==> src/rtl/pnr_photon_number_classifier.sv <==
// rtl/pnr_photon_number_classifier.sv - windowed ADC integrator and photon-number classifier; optional peak hold via PNR_PEAK_HOLD_EN
`timescale 1ns/1ps
module pnr_photon_number_classifier #(
   parameter int N_THR = 7,
   parameter int SUM_W = 32,
   parameter int WIN_W = 16
) (
   input  logic                   ADC_CLK,
   input  logic                   rstn_i,
   input  logic [13:0]            sig_i,
   input  logic                   delayed_trig_i,
   input  logic                   enable_i,
   input  logic [13:0]            baseline_i,
   input  logic [WIN_W-1:0]       win_len_i,
   input  logic [N_THR*SUM_W-1:0] thr_i,
   output logic                   busy_o,
   output logic                   pnr_valid_o,
   output logic [3:0]             pnr_number_o,
   output logic [SUM_W-1:0]       pnr_sum_o,
   output logic [14:0]            pnr_peak_o,
   output logic [31:0]            event_cnt_o,
   output logic [15:0]            missed_cnt_o
);

   typedef enum logic [1:0] {IDLE, INTEG, CLASSIFY, DONE} state_t;

   state_t                  state, state_nxt;
   logic signed [14:0]      d;
   logic signed [SUM_W-1:0] d_ext;
   logic [WIN_W-1:0]        w_eff;
   logic [WIN_W-1:0]        w_len;
   logic [WIN_W-1:0]        cnt;
   logic [WIN_W-1:0]        cnt_inc;
   logic signed [SUM_W-1:0] acc;
   logic signed [SUM_W-1:0] sum_hold;
   logic [N_THR-1:0]        ge;
   logic [N_THR-1:0]        ge_cmp;
   logic                    accept;
   logic                    miss;

   function automatic logic [3:0] popcount(input logic [N_THR-1:0] v);
      logic [3:0] n;
      n = '0;
      for (int k = 0; k < N_THR; k++) begin
         n = n + {3'b000, v[k]};
      end
      return n;
   endfunction

   // 15-bit difference cannot overflow since both operands are 14-bit signed
   assign d       = $signed({sig_i[13], sig_i}) - $signed({baseline_i[13], baseline_i});
   assign d_ext   = $signed({{(SUM_W-15){d[14]}}, d});
   assign w_eff   = (win_len_i == '0) ? WIN_W'(1) : win_len_i;
   assign cnt_inc = cnt + WIN_W'(1);
   assign accept  = (state == IDLE) && delayed_trig_i && enable_i;
   assign miss    = (state != IDLE) && delayed_trig_i && enable_i;
   assign busy_o  = (state != IDLE);

   // signed compare of the finished integral against every threshold
   always_comb begin
      ge_cmp = '0;
      for (int k = 0; k < N_THR; k++) begin
         ge_cmp[k] = (acc >= $signed(thr_i[k*SUM_W +: SUM_W]));
      end
   end

   // state register
   always_ff @(posedge ADC_CLK or negedge rstn_i) begin
      if (!rstn_i) begin
         state <= IDLE;
      end else begin
         state <= state_nxt;
      end
   end

   // next-state: a one-sample window skips INTEG entirely
   always_comb begin
      state_nxt = state;
      case (state)
         IDLE: begin
            if (accept) begin
               state_nxt = (w_eff == WIN_W'(1)) ? CLASSIFY : INTEG;
            end
         end
         INTEG: begin
            if (cnt_inc == w_len) begin
               state_nxt = CLASSIFY;
            end
         end
         CLASSIFY: state_nxt = DONE;
         DONE:     state_nxt = IDLE;
         default:  state_nxt = IDLE;
      endcase
   end

   // integrator, compare stage and result registers
   always_ff @(posedge ADC_CLK or negedge rstn_i) begin
      if (!rstn_i) begin
         w_len        <= '0;
         cnt          <= '0;
         acc          <= '0;
         sum_hold     <= '0;
         ge           <= '0;
         pnr_valid_o  <= 1'b0;
         pnr_number_o <= '0;
         pnr_sum_o    <= '0;
      end else begin
         pnr_valid_o <= 1'b0;
         case (state)
            IDLE: begin
               if (accept) begin
                  w_len <= w_eff;
                  acc   <= d_ext;
                  cnt   <= WIN_W'(1);
               end
            end
            INTEG: begin
               acc <= acc + d_ext;
               cnt <= cnt_inc;
            end
            CLASSIFY: begin
               ge       <= ge_cmp;
               sum_hold <= acc;
            end
            DONE: begin
               pnr_number_o <= popcount(ge);
               pnr_sum_o    <= sum_hold;
               pnr_valid_o  <= 1'b1;
            end
            default: ;
         endcase
      end
   end

   // accepted-trigger counter wraps; missed counter saturates
   always_ff @(posedge ADC_CLK or negedge rstn_i) begin
      if (!rstn_i) begin
         event_cnt_o  <= '0;
         missed_cnt_o <= '0;
      end else begin
         if (accept) begin
            event_cnt_o <= event_cnt_o + 32'd1;
         end
         if (miss && (missed_cnt_o != 16'hFFFF)) begin
            missed_cnt_o <= missed_cnt_o + 16'd1;
         end
      end
   end

`ifdef PNR_PEAK_HOLD_EN
   logic signed [14:0] peak;
   logic signed [14:0] peak_hold;

   // running maximum of d, staged so it lands with the sum
   always_ff @(posedge ADC_CLK or negedge rstn_i) begin
      if (!rstn_i) begin
         peak       <= '0;
         peak_hold  <= '0;
         pnr_peak_o <= '0;
      end else begin
         case (state)
            IDLE: begin
               if (accept) begin
                  peak <= d;
               end
            end
            INTEG: begin
               if (d > peak) begin
                  peak <= d;
               end
            end
            CLASSIFY: peak_hold  <= peak;
            DONE:     pnr_peak_o <= peak_hold;
            default: ;
         endcase
      end
   end
`else
   assign pnr_peak_o = '0;
`endif

endmodule

==> config.mk <==
export PLATFORM = sky130hd
export DESIGN_NAME = pnr_photon_number_classifier
export DESIGN_NICKNAME = d
export VERILOG_FILES = /design/src/rtl/pnr_photon_number_classifier.sv
export SDC_FILE = /design/constraint.sdc
export NUM_CORES = 1
export LEC_CHECK = 0
export ABC_CLOCK_PERIOD_IN_PS = 3100
export CAP_MARGIN = 40
export CORE_MARGIN = 1.5
export CORE_UTILIZATION = 47
export DETAILED_ROUTE_END_ITERATION = 6
export PLACE_DENSITY = 0.79
export SLEW_MARGIN = 20
export SYNTH_ARGS = -nofsm -noshare
export SYNTH_HDL_FRONTEND = slang
export SYNTH_SLANG_ARGS = --single-unit
==> constraint.sdc <==
create_clock -name ADC_CLK -period 3.1 [get_ports ADC_CLK]
set_input_delay 0.31 -clock ADC_CLK [delete_from_list [all_inputs] [get_ports ADC_CLK]]
set_output_delay 0.31 -clock ADC_CLK [all_outputs]
set_load 0.005 [all_outputs]
==> flow_summary.toml <==
[finish]
fill_cells = 2654
num_antenna_cells = 0
drive_above_1_share_pct = 16.74
design_area_sq_um = 22890
syn2layout_area_growth_pct = 41.08
nets = 2920

[worst_setup_path]
crit_fanout = 3
crit_buf_inv = 4
slowest_stage = "fa_2"
worst-setup-path-type = "input port to flop"
cp-end-kind = "flop"
worstRegToRegCells = 12
worstPathArrival_ns = 4.61
crit_family = "compound AO/OA/AOI/OAI gates"
crit_required_ns = 3.42
crit_cells = 23
crit_chain = "buf_8 -> inv_12 -> ha_4 -> inv_2 -> fa_2 -> a21o_1 -> a21oi_2 -> o21bai_1 -> a31oi_1 -> o21ai_2 -> o41ai_2 -> xnor2_1 -> ha_1 -> and3_4 -> and3b_2 -> a2111oi_4 -> a21oi_2 -> buf_4 -> a21o_2 -> a21o_1 -> a311oi_2 -> xnor2_1 -> a221o_1"
cp-start-kind = "input port"
crit_path_max_incr_delay_ns = 0.38

[pwr]
irDropWorstVdd_uv = 543.2
p_sw_w = 0.007797
power.density_nw_per_um2 = 793.6
p_int_w = 0.01037
share_comb_of_total_power_pct = 64.6
p_sw_share_pct = 42.93
seq_power_share_pct = 22.8
clkPwrFrac_pct = 12.5
p_leak_nw = 11.60

[grt]
grt_max_degree = 74
track_usage_pct = 28.96
use_met3_pct = 3.874
grt_pass1_wl_mm = 81.52
top_usage_layer = "met2"
gr-total-overflow = 0
use_met2_pct = 50.93
first_global_vias = 15900
met1_usage_pct = 35.30
antenna_found_initial = 0

[route]
drc = 0
routed_via_density = 5.469
drt_first_pass_iters = 5
wl_per_cell_um = 18.44
drt_iter0_markers = 792
finalWirelength_mm = 52.10
ant_nets = 0
vias = 15450

[clocking]
cts_tree = "done"
clk_pin_slew_ns = 0.08
ctsLongestPathBuffers = 2
clk_latency_ns = 0.43
h-tree-depth = 4
cts_made_buffers = 17
clkSinkCount = 189
root_buffer = "clkbuf_16"

[timing]
worst_slack_ns = -1.194
hold_viol = 0
holdWs_ns = 0.4333
slew_headroom_pct = 51.86
period_share_pct = 138.5
skew_ns = 0.01946
fmax_mhz = 232.9
grt_setup_unrepaired = "true"
slew_viol_final = 0
setup_tns_ns = -17.98
min_period_ns = 4.294
worstMarginPinSlew_ns = 0.7194
setup_viol = 23

[placed_design]
place.gp.congestion = 0.9595
dp_hpwl_mm = 40.93
placed_area_sq_um = 21630
port_buffers = 356

[floorplan]
fp.dieW_um = 188.8
fp-row-count = 67
io_pins = 373
floorplan.initialDensity_pct = 48.02
dieArea_sq_um = 35640
core-area_sq_um = 33780
die_y_um = 188.8

[logic_synthesis]
synth_area_sq_um = 16220
syn_inst = 1821
synthTopCellsByArea = "dfrtp_1 29%, ha_1 21%, inv_1 6.0%"
async_flop_share_pct = 100.0
synth.distinct_cells = 65
ys_seq_area_share_pct = 29.16
synth_area_per_cell_sq_um = 8.908
ys_ff_latch = 189
synth.largest_area_cell = "dfrtp_1"
synth_ff_type = "dfrtp_1"
yosysWarningCount = 0
synth_edf_count = 0
synth_top_area_share_pct = 29.16

[job]
max_cap_violations = 0

[run_status]
status = "finished with violations"
violations = "negative setup slack"

[min_path]
min_path_type = "input port to asynchronous set/reset pin"
area by class of cell:
class	instances	area, sq um	area share, %
clock inverter	15	190.2	0.8310
inverter	258	984.7	4.303
timing repair buffer	557	5187	22.67
multi-input combinational	1341	10810	47.23
tap	448	560.5	2.449
sequential	189	4730	20.67
clock buffer	17	425.4	1.859
per-stage QoR:
| stage | worst slack, ns | total power [W] | util, % | cells |
|---|---|---|---|---|
| 6_report | -1.194 | 0.01816 | 67.74 | 2825 |
| 2_1_floorplan | -1.157 | 0.01041 | - | 1836 |
| 4_1_cts | -1.314 | 0.01773 | 67.23 | 2825 |
| 3_5_place_dp | -2.124 | 0.01492 | 64.03 | 2762 |
| 3_3_place_gp | -2.018 | 0.01444 | 63.87 | 2760 |
| 5_1_grt | -1.347 | 0.01957 | 67.74 | 2825 |
power groups by stage:
stage / Sequential [W] / Clock, W / Combinational (W)
floorplan: 0.00412 / 0 / 0.00629
global placement: 0.00416 / 0 / 0.0103
detailed placement: 0.00419 / 0 / 0.0107
CTS: 0.00415 / 0.00232 / 0.0113
global route: 0.00426 / 0.00242 / 0.0129
finish: 0.00415 / 0.00228 / 0.0117
what timing repair did:
action | 4_1_cts | 5_1_grt
hold endpoints to repair | 70 | 0
resized for setup | 74 | 43
pin swaps | 58 | 43
setup buffers | 33 | 5
setup endpoints to repair | 25 | 32
hold buffers | 1 | 0
cell families after synthesis:
group                      Yosys count  synth area share (%)
buffers and inverters              306                 7.636
xor gates and xnor gates           109                 5.885
muxes                               82                 5.577
adders and majority gates          284                 22.18
and+or+nand+nor                    469                 14.12
other                                1               0.02312
DFF                                189                 29.16
AOI/OAI and AO/OA                  381                 15.42
synth_stat cells (4+ instances only):
library cell	n
mux2i_1	15
or3_1	4
xnor2_1	81
nor2_1	83
and2_1	5
a21boi_0	4
nor2b_1	21
nand2b_1	15
o211ai_1	5
a31oi_1	15
o21a_1	8
o21ai_0	79
o21bai_1	10
nor3_1	14
nand2_1	160
mux2_2	67
nor4_1	14
inv_1	258
clkbuf_1	25
ha_1	278
nand4_1	55
a21o_1	89
nand3_1	51
a221oi_1	6
and4_1	11
o31ai_1	9
buf_4	17
a21oi_1	100
dfrtp_1	189
a211oi_1	19
xor2_1	28
a221o_1	7
and3_2	4
and3_1	24
o221ai_1	6
fa_1	6
cell usage in the layout (no fill, tap or decap), types with 14 or more instances in the layout:
cell type	instances
nor4_1	14
clkdlybuf4s50_1	345
and3_1	23
inv_1	251
a21oi_2	14
a21o_1	89
nand4_1	55
xor2_1	27
ha_1	265
nor3_1	14
nand2_1	158
nand3_1	49
mux2_2	66
conb_1	16
buf_4	183
nor2_1	78
clkbuf_16	17
mux2i_1	15
a21oi_1	86
nand2b_1	15
nor2b_1	21
a211oi_1	15
xnor2_1	76
o21ai_0	61
dfrtp_1	189
sequential cells by signal (all words and copies together), names as in the netlist:
| register | flops |
|---|---|
| acc | 32 |
| event_cnt_o | 32 |
| pnr_sum_o | 32 |
| sum_hold | 32 |
| cnt | 16 |
| missed_cnt_o | 16 |
| w_len | 16 |
| ge | 7 |
| pnr_number_o | 3 |
| state | 2 |
| pnr_valid_o | 1 |
routing by layer:
layer | part of all wire (%) | vias to the layer above
met4 | 4.0 | 0
met5 | 0 | -
met2 | 49 | 503
li1 | - | 7430
met1 | 42 | 7412
met3 | 5.3 | 106
worst paths after layout:
kind                                        startpoint                          end  slack [ns]
max                                           sig_i[0]          acc[28]$_DFFE_PN0P_       -1.19
min reg2reg                event_cnt_o[31]$_DFFE_PN0P_  event_cnt_o[31]$_DFFE_PN0P_        0.47
min                                             rstn_i  missed_cnt_o[1]$_DFFE_PN0P_        0.43
max in group asynchronous                       rstn_i          acc[17]$_DFFE_PN0P_        1.78
max reg2reg                         acc[0]$_DFFE_PN0P_          acc[28]$_DFFE_PN0P_       -0.07
min in group ADC_CLK                      win_len_i[6]         w_len[6]$_DFFE_PN0P_        0.44
No activity file was read; power rests on OpenSTA's default activity.
